**config.mk**
```make
export PLATFORM = sky130hd
export DESIGN_NAME = audio_dac_serializer_flat
export DESIGN_NICKNAME = d
export VERILOG_FILES = /design/src/rtl/audio_pkg.sv /design/src/rtl/audio_dac_serializer_if.sv /design/src/rtl/sample_tick_gen.sv /design/src/rtl/audio_dac_serializer.sv /design/src/flat_wrapper.sv
export SDC_FILE = /design/constraint.sdc
export NUM_CORES = 1
export LEC_CHECK = 0
export ABC_AREA = 0
export BUFFER_PORTS_ARGS = -buffer_cell sky130_fd_sc_hd__buf_4
export CORE_MARGIN = 5
export CORE_UTILIZATION = 51
export CTS_CLUSTER_SIZE = 30
export DETAILED_ROUTE_END_ITERATION = 10
export GPL_ROUTABILITY_DRIVEN = 0
export PLACE_DENSITY = 0.7
export SYNTH_ARGS = -nofsm -noshare
export SYNTH_HDL_FRONTEND = slang
export SYNTH_SLANG_ARGS = --single-unit
```
**constraint.sdc**
```tcl
create_clock -name clk100M -period 2.1 [get_ports clk100M]
set_input_delay 0.315 -clock clk100M [delete_from_list [all_inputs] [get_ports clk100M]]
set_output_delay 0.315 -clock clk100M [all_outputs]
set_load 0.02 [all_outputs]
```
**src/rtl/audio_pkg.sv**
```systemverilog
// Shared audio definitions: sample/frame widths, DAC power-down codes,
// serializer state encoding and the DAC frame-word builder.
package audio_pkg;

    localparam int AUDIO_W     = 12;
    localparam int DAC_FRAME_W = 16;

    localparam logic [1:0] PD_NORMAL = 2'b00;
    localparam logic [1:0] PD_1K     = 2'b01;
    localparam logic [1:0] PD_100K   = 2'b10;
    localparam logic [1:0] PD_HIZ    = 2'b11;

    typedef enum logic {
        IDLE  = 1'b0,
        SHIFT = 1'b1
    } dac_state_t;

    // Two don't-care zeros, the power-down code, then the raw sample.
    function automatic logic [DAC_FRAME_W-1:0] dac_frame_word(
        input logic [1:0]         pd,
        input logic [AUDIO_W-1:0] sample
    );
        return {2'b00, pd, sample};
    endfunction

endpackage

```
**src/rtl/audio_dac_serializer_if.sv**
```systemverilog
// Sample input and DAC pin bundle for the audio DAC serializer.
// tick_force lets a host inject extra sample ticks on top of the internal
// divider; tie it low in normal use.
interface audio_dac_serializer_if;
    import audio_pkg::*;

    logic [AUDIO_W-1:0] audio_in;
    logic               tick_force;
    logic               dac_sync;
    logic               dac_sclk;
    logic               dac_d;
    logic               busy;
    logic               sample_strobe;
    logic               overrun;

    modport master (
        input  audio_in,
        input  tick_force,
        output dac_sync,
        output dac_sclk,
        output dac_d,
        output busy,
        output sample_strobe,
        output overrun
    );

    modport slave (
        output audio_in,
        output tick_force,
        input  dac_sync,
        input  dac_sclk,
        input  dac_d,
        input  busy,
        input  sample_strobe,
        input  overrun
    );

endinterface

```
**src/rtl/sample_tick_gen.sv**
```systemverilog
// Free-running divider producing a one-cycle tick every DIV clocks.
// The tick is high while the counter sits at DIV-1.
module sample_tick_gen #(
    parameter int DIV = 5000
) (
    input  logic clk100M,
    input  logic rstn,
    output logic tick
);

    localparam int CW = (DIV > 1) ? $clog2(DIV) : 1;

    logic [CW-1:0] r_cnt;

    // Count 0..DIV-1 and wrap; reset parks the counter at zero.
    always_ff @(posedge clk100M) begin
        if (!rstn) begin
            r_cnt <= '0;
        end else if (r_cnt == CW'(DIV - 1)) begin
            r_cnt <= '0;
        end else begin
            r_cnt <= r_cnt + CW'(1);
        end
    end

    assign tick = (r_cnt == CW'(DIV - 1));

endmodule

```
**src/rtl/audio_dac_serializer.sv**
```systemverilog
// Serialises one 16-bit DAC121S101 frame per audio sample tick.
// A tick accepted in IDLE latches audio_in and pulses sample_strobe; the next
// cycle drops SYNC and presents bit 15. SCLK toggles every SCLK_HALF clocks,
// data advances on rising SCLK so it is stable around each falling edge.
module audio_dac_serializer
    import audio_pkg::*;
#(
    parameter int         CLK_HZ    = 100_000_000,
    parameter int         SAMPLE_HZ = 20_000,
    parameter int         SCLK_HALF = 2,
    parameter logic [1:0] PD_MODE   = PD_NORMAL
) (
    input  logic                   clk100M,
    input  logic                   rstn,
    audio_dac_serializer_if.master bus
);

    localparam int DIV = CLK_HZ / SAMPLE_HZ;
    localparam int HW  = $clog2(SCLK_HALF) + 1;

    // A frame plus its start cycle must fit inside one tick period.
    generate
        if (DIV <= 32 * SCLK_HALF + 2) begin : g_div_check
            $error("audio_dac_serializer: DIV must exceed 32*SCLK_HALF+2");
        end
    endgenerate

    logic                   w_tick_int;
    logic                   w_tick;
    logic                   w_hwrap;
    logic                   w_end;
    logic                   w_accept;

    dac_state_t             r_state;
    logic                   r_load;
    logic [HW-1:0]          r_hcnt;
    logic [4:0]             r_bitcnt;
    logic [DAC_FRAME_W-1:0] r_shift;
    logic                   r_sync;
    logic                   r_busy;
    logic                   r_sclk;
    logic                   r_d;
    logic                   r_strobe;
    logic                   r_overrun;

    sample_tick_gen #(
        .DIV (DIV)
    ) u_tick (
        .clk100M (clk100M),
        .rstn    (rstn),
        .tick    (w_tick_int)
    );

    assign w_tick   = w_tick_int | bus.tick_force;
    assign w_hwrap  = (r_hcnt == HW'(SCLK_HALF - 1));
    // Last half-period of a frame: the closing SCLK rise after bit 16 fell.
    assign w_end    = (r_state == SHIFT) && !r_load && w_hwrap && !r_sclk &&
                      (r_bitcnt == 5'd16);
    assign w_accept = w_tick && ((r_state == IDLE) || w_end);

    // Frame FSM, SCLK divider, bit counter and shift register.
    always_ff @(posedge clk100M) begin
        if (!rstn) begin
            r_state   <= IDLE;
            r_load    <= 1'b0;
            r_hcnt    <= '0;
            r_bitcnt  <= 5'd0;
            r_shift   <= '0;
            r_sync    <= 1'b1;
            r_busy    <= 1'b0;
            r_sclk    <= 1'b1;
            r_d       <= 1'b0;
            r_strobe  <= 1'b0;
            r_overrun <= 1'b0;
        end else begin
            r_strobe  <= w_accept;
            r_overrun <= w_tick && (r_state == SHIFT) && !w_end;
            case (r_state)
                IDLE: begin
                    r_sync   <= 1'b1;
                    r_busy   <= 1'b0;
                    r_sclk   <= 1'b1;
                    r_d      <= 1'b0;
                    r_hcnt   <= '0;
                    r_bitcnt <= 5'd0;
                    if (w_tick) begin
                        r_shift <= dac_frame_word(PD_MODE, bus.audio_in);
                        r_load  <= 1'b1;
                        r_state <= SHIFT;
                    end else begin
                        r_load  <= 1'b0;
                        r_state <= IDLE;
                    end
                end
                SHIFT: begin
                    if (r_load) begin
                        // Open the frame with bit 15 on the line.
                        r_load   <= 1'b0;
                        r_sync   <= 1'b0;
                        r_busy   <= 1'b1;
                        r_sclk   <= 1'b1;
                        r_d      <= r_shift[DAC_FRAME_W-1];
                        r_shift  <= {r_shift[DAC_FRAME_W-2:0], 1'b0};
                        r_hcnt   <= '0;
                        r_bitcnt <= 5'd0;
                    end else if (w_hwrap) begin
                        r_hcnt <= '0;
                        if (r_sclk) begin
                            r_sclk   <= 1'b0;
                            r_bitcnt <= r_bitcnt + 5'd1;
                        end else if (r_bitcnt == 5'd16) begin
                            r_sync   <= 1'b1;
                            r_busy   <= 1'b0;
                            r_sclk   <= 1'b1;
                            r_d      <= 1'b0;
                            r_bitcnt <= 5'd0;
                            if (w_tick) begin
                                r_shift <= dac_frame_word(PD_MODE, bus.audio_in);
                                r_load  <= 1'b1;
                                r_state <= SHIFT;
                            end else begin
                                r_state <= IDLE;
                            end
                        end else begin
                            r_sclk  <= 1'b1;
                            r_d     <= r_shift[DAC_FRAME_W-1];
                            r_shift <= {r_shift[DAC_FRAME_W-2:0], 1'b0};
                        end
                    end else begin
                        r_hcnt <= r_hcnt + HW'(1);
                    end
                end
                default: begin
                    r_state <= IDLE;
                    r_load  <= 1'b0;
                    r_sync  <= 1'b1;
                    r_busy  <= 1'b0;
                    r_sclk  <= 1'b1;
                    r_d     <= 1'b0;
                end
            endcase
        end
    end

    assign bus.dac_sync      = r_sync;
    assign bus.dac_sclk      = r_sclk;
    assign bus.dac_d         = r_d;
    assign bus.busy          = r_busy;
    assign bus.sample_strobe = r_strobe;
    assign bus.overrun       = r_overrun;

endmodule

```
**src/flat_wrapper.sv**
```systemverilog
// flat-port wrapper written by rule: the top's interface ports become plain ports
module audio_dac_serializer_flat import audio_pkg::*;
#(
    parameter int         CLK_HZ    = 100_000_000,
    parameter int         SAMPLE_HZ = 20_000,
    parameter int         SCLK_HALF = 2,
    parameter logic [1:0] PD_MODE   = PD_NORMAL
)
  (clk100M, rstn, bus_audio_in, bus_tick_force, bus_dac_sync, bus_dac_sclk, bus_dac_d, bus_busy, bus_sample_strobe, bus_overrun);
  audio_dac_serializer_if bus_i ();
  input  logic clk100M;
  input  logic rstn;
  input wire logic [$bits(bus_i.audio_in)-1:0] bus_audio_in;
  input wire logic [$bits(bus_i.tick_force)-1:0] bus_tick_force;
  output wire logic [$bits(bus_i.dac_sync)-1:0] bus_dac_sync;
  output wire logic [$bits(bus_i.dac_sclk)-1:0] bus_dac_sclk;
  output wire logic [$bits(bus_i.dac_d)-1:0] bus_dac_d;
  output wire logic [$bits(bus_i.busy)-1:0] bus_busy;
  output wire logic [$bits(bus_i.sample_strobe)-1:0] bus_sample_strobe;
  output wire logic [$bits(bus_i.overrun)-1:0] bus_overrun;
  assign bus_i.audio_in = bus_audio_in;
  assign bus_i.tick_force = bus_tick_force;
  assign bus_dac_sync = bus_i.dac_sync;
  assign bus_dac_sclk = bus_i.dac_sclk;
  assign bus_dac_d = bus_i.dac_d;
  assign bus_busy = bus_i.busy;
  assign bus_sample_strobe = bus_i.sample_strobe;
  assign bus_overrun = bus_i.overrun;
  audio_dac_serializer #(.CLK_HZ(CLK_HZ), .SAMPLE_HZ(SAMPLE_HZ), .SCLK_HALF(SCLK_HALF), .PD_MODE(PD_MODE)) u_core (.clk100M(clk100M), .rstn(rstn), .bus(bus_i));
endmodule
```
Word level (Yosys, flattened, before mapping)

Cells that the tools add are included.

Multiplexer cells: 44
Add/sub/neg operators: 3
Bitwise operators: 3
Reductions and logical operators: 15
Equality and inequality tests: 7

Operator list:

| operator                                                              | number |
|---|---|
| 16-bit two-way mux                                                    | 5 |
| 16-bit one-hot mux with 2 select lines                                | 1 |
| 1-bit two-way mux                                                     | 24 |
| 5-bit two-way mux                                                     | 4 |
| 13-bit by 1-bit adder with 13-bit output, second input constant       | 1 |
| 13-bit equality test, second input constant                           | 1 |
| 1-bit one-hot mux with 2 select lines                                 | 6 |
| 5-bit one-hot mux with 2 select lines                                 | 1 |
| 1-bit logical AND                                                     | 7 |
| 3-bit != test, second input constant                                  | 2 |
| 5-bit by 1-bit adder with 5-bit output, second input constant         | 1 |
| 5-bit equality test, second input constant                            | 1 |
| 2-bit two-way mux                                                     | 2 |
| 4-bit != test, second input constant                                  | 1 |
| 2-bit one-hot mux with 2 select lines                                 | 1 |
| 2-bit AND reduction                                                   | 2 |
| 1-bit zero test                                                       | 3 |
| 3-bit by 2-bit != test with 1-bit output, second input constant       | 1 |
| 3-bit AND reduction                                                   | 1 |
| 2-bit by 1-bit adder with 2-bit output, second input constant         | 1 |
| 2-bit by 1-bit equality test with 1-bit output, second input constant | 1 |
| 1-bit inverter                                                        | 2 |
| 2-bit OR reduction                                                    | 1 |
| 1-bit logical OR                                                      | 1 |
| 1-bit OR                                                              | 1 |

Register bits: 44
Logic and storage cells: 84

Depth between registers and ports, before layout

Gate-level depths: netlist of run 1.

Depth in word-level cells: 8
Mapped depth: 7
Gate-level depth less buffers: 6

Cells and area by module

Synthesis of run 1 repeated with hierarchy kept, for this count alone.

Cells, all modules: 200
Area, all modules: 1955.6 µm²

By module, submodules not included:

| module               | cells each | instances | area each (µm²) |
|---|---|---|---|
| audio_dac_serializer | 136        | 1         | 1390.1 |
| sample_tick_gen      | 64         | 1         | 565.5 |

Least setup slack after synthesis of run 1

No wires, ideal clock.

Path kind: register -> register
Start point: register u_core.r_bitcnt[0]
End point: register u_core.r_bitcnt[4]
Cell stages (with the launch flop): 8
Buffers on the path: 1
Arrival time: 1515 ps
Period minus slack after synthesis: 1636 ps
Setup time: 121 ps
Required time: 1979 ps
Setup slack: 464 ps
Path through: dfxtp_1 -> inv_1 -> ha_1 -> nand4bb_4 -> a21bo_1 -> buf_6 -> a21oi_1 -> mux2_2

Cells in the longest elaborated chain, start to end: 5

Ends and longest elaborated chain:

| element                                | line                        | text |
|---|---|---|
| start, declared                        | audio_dac_serializer.sv:37  | `logic [4:0] r_bitcnt;` |
| start signal, assigned                 | audio_dac_serializer.sv:110 | `r_bitcnt <= r_bitcnt + 5'd1;` |
| 5-bit by 1-bit adder with 5-bit output | audio_dac_serializer.sv:110 |  |
| 5-bit two-way mux                      | audio_dac_serializer.sv:108 | `if (r_sclk) begin` |
| 5-bit two-way mux                      | audio_dac_serializer.sv:106 | `end else if (w_hwrap) begin` |
| 5-bit two-way mux                      | audio_dac_serializer.sv:96  | `if (r_load) begin` |
| 5-bit one-hot mux with 2 select lines  | audio_dac_serializer.sv:78  | `case (r_state)` |

Several ways; a longest one is shown, not always the timed one. The select of a mux whose other input is x is not followed.
A chain may end at the register's enable or synchronous reset.

Worst setup path in the final report of run 1

Start point: register u_core.r_bitcnt[0]
End point: register u_core.r_shift[4]

Cells in the longest elaborated chain, start to end: 6

Ends and longest elaborated chain:

| element                                | line                        | text |
|---|---|---|
| 5-bit equality test                    | audio_dac_serializer.sv:111 | `end else if (r_bitcnt == 5'd16) begin` |
| 16-bit two-way mux                     | audio_dac_serializer.sv:111 |  |
| 16-bit two-way mux                     | audio_dac_serializer.sv:108 |  |
| 16-bit two-way mux                     | audio_dac_serializer.sv:106 |  |
| 16-bit two-way mux                     | audio_dac_serializer.sv:96  |  |
| 16-bit one-hot mux with 2 select lines | audio_dac_serializer.sv:78  |  |
| end signal, assigned                   | audio_dac_serializer.sv:87  | `r_shift <= dac_frame_word(PD_MODE, bus.audio_in);` |
| end signal, assigned                   | audio_dac_serializer.sv:103 | `r_shift <= {r_shift[DAC_FRAME_W-2:0], 1'b0};` |
| end signal, assigned                   | audio_dac_serializer.sv:118 | `r_shift <= dac_frame_word(PD_MODE, bus.audio_in);` |
| end, declared                          | audio_dac_serializer.sv:38  | `logic [DAC_FRAME_W-1:0] r_shift;` |

Every way passes these cells. The select of a mux whose other input is x is not followed.

==> results of run 1 <==
## worst max-delay path, cell delays in order (launching register included)
cell and delay, ns:
dfxtp_1 0.37, inv_1 0.08, ha_1 0.24, nand4bb_4 0.13, o31a_1 0.66, nor3_1 0.13
a211oi_2 0.22
## flip-flops by register name, indices dropped and copies added, names as in the netlist
signal / flops
u_core.bus.dac_sclk: 1
u_core.bus.busy: 1
u_core.bus.dac_d: 1
u_core.r_hcnt: 2
u_core.r_load: 1
u_core.u_tick.r_cnt: 13
u_core.bus.dac_sync: 1
u_core.bus.overrun: 1
u_core.r_bitcnt: 5
u_core.bus.sample_strobe: 1
u_core.r_state: 1
u_core.r_shift: 16
## metal layers
| layer | part of all wire (%) | routed length, um | track usage, % |
|---|---|---|---|
| met2 | 43 | 1649 | 23.71 |
| met1 | 50 | 1920 | 21.39 |
| met5 | 0 | 0 | 0 |
| met3 | 4.7 | 180 | 4.459 |
| met4 | 1.6 | 62 | 5.929 |
## per-stage QoR
stage / std cells / worst slack [ns] / utilization (%)
global route: 294 / 0.01830 / 59.57
detailed placement: 286 / 0.2138 / 56.80
CTS: 294 / 0.1893 / 59.57
finish: 294 / 0.1947 / 59.57
global placement: 286 / 0.3037 / 56.80
floorplan: 224 / 0.4641 / -
## kinds of logic (layout without fill, tap and decap cells)
group / after synthesis / after routing / synth area share, %
simple gates: 84 / 84 / 23.08
compound gates: 49 / 49 / 20.54
flops: 44 / 44 / 41.56
buf+inv: 30 / 50 / 6.847
xor+xnor: 11 / 11 / 4.545
fa+ha+maj: 4 / 4 / 2.361
mux: 2 / 2 / 1.062
## where the power goes
part | switching, mW | internal (mW) | leakage [nW] | total [mW]
Clock | 0.293 | 0.352 | 0.0541 | 0.645
Sequential | 0.0212 | 0.870 | 0.359 | 0.891
Combinational | 0.108 | 0.0853 | 0.456 | 0.193
Total | 0.422 | 1.31 | 0.870 | 1.73
## worst paths after layout
kind / from / to / slack, ns / cells past startpoint
setup reg to reg: u_core.r_bitcnt[0] / u_core.r_shift[4] / 0.19 / 6
hold reg to reg: u_core.r_hcnt[0] / u_core.r_hcnt[0] / 0.43 / 1
setup / recovery: u_core.r_bitcnt[0] / u_core.r_shift[4] / 0.19 / 6
hold / removal: bus_audio_in[0] / u_core.r_shift[0] / 0.31 / 3
## area by class of cell
type | instances | area (um^2)
flip-flops and latches | 44 | 880.8
well taps | 50 | 62.56
fillers | 378 | 1629
clock buffers | 5 | 68.82
clock inverters | 3 | 42.54
multi-input cells | 150 | 1094
repair buffers | 25 | 187.7
inverters | 17 | 63.81
## layout by cell type (no fill, tap or decap), types with 2 or more instances in the layout
cell | netlist | routed
clkbuf_8 | 0 | 5
inv_1 | 17 | 17
nor3b_1 | 4 | 4
and3_1 | 4 | 4
nand2b_1 | 4 | 4
nor3_2 | 7 | 7
nand4_1 | 3 | 3
buf_4 | 1 | 25
a21oi_1 | 6 | 6
nor3_1 | 9 | 9
xor2_1 | 4 | 4
nand3_1 | 10 | 10
xnor2_1 | 7 | 7
dfxtp_1 | 44 | 44
nand2_1 | 17 | 17
a21bo_2 | 2 | 2
nor2_1 | 17 | 17
a211oi_2 | 10 | 10
o21a_1 | 2 | 2
ha_1 | 4 | 4
o22ai_1 | 4 | 4
nor4_1 | 2 | 2
o31ai_1 | 11 | 11
==> flow_metrics.env, run 1 <==
export IMPL_hold_ws_ns=0.3100
export IMPL_placed_area_um2=2288
export IMPL_clk_path_buf_depth=2
export IMPL_p_per_area_nw_per_um2=720.6
export IMPL_core_um2=4029
export IMPL_synthTopCellsByCount="44 x dfxtp_1, 17 x inv_1, 17 x nand2_1, 17 x nor2_1, 11 x o31ai_1"
export IMPL_slew_headroom_pct=48.46
export IMPL_htreeDepth=2
export IMPL_cts_buffers=5
export IMPL_p_leak_nw=0.8695
export IMPL_rows=23
export IMPL_synth_top_flop_cell="dfxtp_1"
export IMPL_synthesis_nets=243
export IMPL_final_area_um2=2400
export IMPL_synth_seq_cells=44
export IMPL_clk_latency_ns=0.30
export IMPL_clock_sinks=44
export IMPL_synth_area_leader_cell="dfxtp_1"
export IMPL_finalClockSkew_ns=0.005377
export IMPL_initial_core_util_pct=52.61
export IMPL_nets=262
export IMPL_design_die_area_um2=5545
export IMPL_fin_crit_ns=1.905
export IMPL_synth_edf_count=0
export IMPL_synth_cell_area_um2=2120
export IMPL_dp_hpwl_um=2631
export IMPL_syn_to_final_growth_pct=13.22
export IMPL_cp_end_kind="flop"
export IMPL_ir_drop_mv=0.4552
export IMPL_period_share_pct=90.73
export IMPL_worst_path_max_fanout=16
export IMPL_cts_root_buf="clkbuf_8"
export IMPL_holdCritPathClass="in2reg"
export IMPL_cts_resized=0
export IMPL_synth_top_area_share_pct=41.56
export IMPL_async_flop_share_pct=0
export IMPL_wl_per_cell_um=12.97
export IMPL_setup_viol=0
export IMPL_grtUsageTotal_pct=15.73
export IMPL_run_status="complete, no violations"
export IMPL_drtIter0Drc=63
export IMPL_cts_hold_buf=0
export IMPL_overflow=0
export IMPL_drt_total_wl_um=3813
export IMPL_ios=21
export IMPL_io_buffer_count=20
export IMPL_drtAntennaViolNets=0
export IMPL_maxSlewViolCount=0
export IMPL_synthCells=224
export IMPL_drc_errors=0
export IMPL_worstPathRequired_ns=2.33
export IMPL_tritoncts="built"
export IMPL_cts_setup_buffers=0
export IMPL_viasPerCell=5.418
export IMPL_diodes=0
export IMPL_drive_above_1_share_pct=24.59
export IMPL_firstDrtPassIters=4
export IMPL_final_setup_tns_ns=0
export IMPL_critPathLaunchType="flop"
export IMPL_synth_most_common_cell="dfxtp_1"
export IMPL_grt_max_degree=33
export IMPL_clk_pin_slew_ns=0.08
export IMPL_worst_pin_slew_ns=0.7730
export IMPL_die_y_um=74.47
export IMPL_critical_path_class="reg2reg"
export IMPL_finalHoldViolCount=0
export IMPL_die_width_um=74.47
export IMPL_fmax_mhz=524.9
export IMPL_arrival_ns=2.13
export IMPL_synth_avg_cell_area_um2=9.462
export IMPL_yosys_warnings=0
export IMPL_rsz0062_at_grt="false"
export IMPL_num_vias=1593
export IMPL_antenna_found_initial=0
export IMPL_grt_pass1_vias=1477
export IMPL_p_total_mw=1.729
export IMPL_yosys_cell_types_count=48
export IMPL_cap_violations=0
export IMPL_grt_pass1_wl_um=6748
export IMPL_synth_area_leaders="dfxtp_1 42%, a211oi_2 5.9%, o31ai_1 3.9%, nor3_2 3.3%, inv_1 3.0%"
export IMPL_ys_seq_area_share_pct=41.56
(Power assumes the default switching activity.)
==> run 2, diff against run 1 <==
Settings changed: CORE_ASPECT_RATIO set to 1.75.
Clock period 2.1 ns to 1.85 ns, I/O delays scaled along.
==> run 2 against run 1 <==
Net effect:
- worst setup slack got worse by 0.047 ns
- non-clock buffer count rose by 3
- register-to-register slack got worse by 0.05 ns
- sequential share of layout area fell by 0.82 points
- core utilization rose by 0.71 points
- first-iteration DRC count fell by 54%
- clock power fell by 2%
- maximum frequency rose by 12%
- sequential cell count did not move
==> flow_metrics.env, run 2 (synthesis results as in run 1) <==
export IMPL_p_leak_nw=0.8954
export IMPL_firstDrtPassIters=4
export IMPL_ios=21
export IMPL_die_y_um=95.28
export IMPL_worst_pin_slew_ns=0.4697
export IMPL_design_die_area_um2=5596
export IMPL_p_total_mw=1.882
export IMPL_worstPathRequired_ns=2.04
export IMPL_slowest_delay_ns=0.34
export IMPL_final_setup_tns_ns=0
export IMPL_p_per_area_nw_per_um2=766.8
export IMPL_dp_hpwl_um=2959
export IMPL_drtAntennaViolNets=0
export IMPL_core_um2=4073
export IMPL_final_common_cell="dfxtp_1"
export IMPL_overflow=0
export IMPL_path_cells="inv_1 > ha_1 > nand4bb_4 > a21bo_1 > a21oi_1 > mux2_2"
export IMPL_crit_buf_inv=1
export IMPL_tritoncts="built"
export IMPL_drt_total_wl_um=3996
export IMPL_cts_buffers=5
export IMPL_grt_max_degree=33
export IMPL_rows=31
export IMPL_critical_path_class="reg2reg"
export IMPL_path_delay_family="compound AO/OA/AOI/OAI gates"
export IMPL_wl_per_cell_um=13.50
export IMPL_cts_root_buf="clkbuf_8"
export IMPL_largest_register="u_core.r_shift"
export IMPL_layout_common_cells="44 x dfxtp_1, 25 x buf_4, 17 x inv_1, 17 x nand2_1, 17 x nor2_1"
export IMPL_filler_cell_count=382
export IMPL_reg_largest_list="u_core.r_shift x16, u_core.u_tick.r_cnt x13, u_core.r_bitcnt x5"
export IMPL_critPathLaunchType="flop"
export IMPL_fin_crit_ns=1.702
export IMPL_clock_sinks=44
export IMPL_setup_viol=0
export IMPL_ir_drop_mv=0.6513
export IMPL_grtUsageTotal_pct=16.68
export IMPL_cap_violations=0
export IMPL_drc_errors=0
export IMPL_worst_path_max_fanout=8
export IMPL_die_width_um=58.73
export IMPL_syn_to_final_growth_pct=15.82
export IMPL_critPathSlowestCell="mux2_2"
export IMPL_drive_above_1_share_pct=25.91
export IMPL_initial_core_util_pct=52.04
export IMPL_rsz0062_at_grt="false"
export IMPL_grt_pass1_wl_um=7238
export IMPL_slew_headroom_pct=68.55
export IMPL_largest_reg_flops=16
export IMPL_drtIter0Drc=29
export IMPL_period_share_pct=92.02
export IMPL_nets=265
export IMPL_num_vias=1611
export IMPL_maxSlewViolCount=0
export IMPL_fin_ws_ns=0.1477
export IMPL_cp_end_kind="flop"
export IMPL_io_buffer_count=20
export IMPL_fmax_mhz=587.4
export IMPL_antenna_found_initial=0
export IMPL_finalClockSkew_ns=0.01208
export IMPL_clk_pin_slew_ns=0.10
export IMPL_viasPerCell=5.443
export IMPL_run_status="complete, no violations"
export IMPL_clk_latency_ns=0.30
export IMPL_finalHoldViolCount=0
export IMPL_htreeDepth=2
export IMPL_arrival_ns=1.89
export IMPL_place_ws_ns=0.08365
export IMPL_grt_pass1_vias=1625
export IMPL_diodes=0
export IMPL_holdCritPathClass="in2reg"
export IMPL_cts_hold_buf=0
export IMPL_clk_path_buf_depth=2
-- run 2: cell count changes in the layout (fill, tap and decap cells not counted), sizes merged --
| cell | before | now |
|---|---|---|
| inv | 17 | 19 |
| bufinv | 1 | 0 |
| clkinvlp | 1 | 0 |
| buf | 25 | 28 |
-- run 2: area by class of cell --
class | instances | area (um^2) | share of cell area (%)
clock buffers | 5 | 68.82 | 2.803
clock inverters | 3 | 26.28 | 1.070
multi-input cells | 150 | 1106 | 45.06
inverters | 17 | 63.81 | 2.599
well taps | 49 | 61.31 | 2.497
flip-flops and latches | 44 | 880.8 | 35.88
repair buffers | 28 | 247.7 | 10.09
-- run 2: worst reg2reg max path, stage by stage, from the launching register on --
cell and delay [ns]:
dfxtp_1 0.33, inv_1 0.09, ha_1 0.21, nand4bb_4 0.15
a21bo_1 0.30, a21oi_1 0.18, mux2_2 0.34
-- run 2: metrics by stage --
stage               instance area (um^2)  utilization [%]  hold slack [ns]  cells
finish                              2455            60.28           0.2544    296
global route                        2455            60.28           0.2645    296
CTS                                 2442            59.97           0.2456    296
detailed placement                  2347            57.63           0.4221    288
global placement                    2347            57.63           0.4144    288
floorplan                           2120                -           0.4060    224
-- run 2: repair_timing --
action                     in CTS  in global routing
buffers inserted                0                  0
setup endpoints to repair       0                  5
gates resized for setup         0                  2
-- run 2: power by group --
part | switching [mW] | total, mW | leakage, nW | internal (mW)
sequential | 0.0230 | 1.01 | 0.359 | 0.988
combinational | 0.129 | 0.240 | 0.487 | 0.111
clock | 0.353 | 0.631 | 0.0491 | 0.278
total | 0.505 | 1.88 | 0.895 | 1.38
-- run 2: path summary, 6_finish.rpt --
path / cells past startpoint / from / endpoint / slack, ns
max: 6 / u_core.r_bitcnt[0] / u_core.r_bitcnt[4] / 0.15
min: 3 / bus_audio_in[0] / u_core.r_shift[0] / 0.25
max reg2reg: 6 / u_core.r_bitcnt[0] / u_core.r_bitcnt[4] / 0.15
min reg2reg: 1 / u_core.r_hcnt[0] / u_core.r_hcnt[0] / 0.44
-- run 2: metal layers --
layer	part of all wire, %	vias up	GRT usage (%)	wire [um]
li1	-	836	-	-
met1	40	747	18.22	1595
met2	56	23	30.07	2223
met3	2.9	5	3.794	114
met4	1.6	0	6.805	63
met5	0	-	0	0
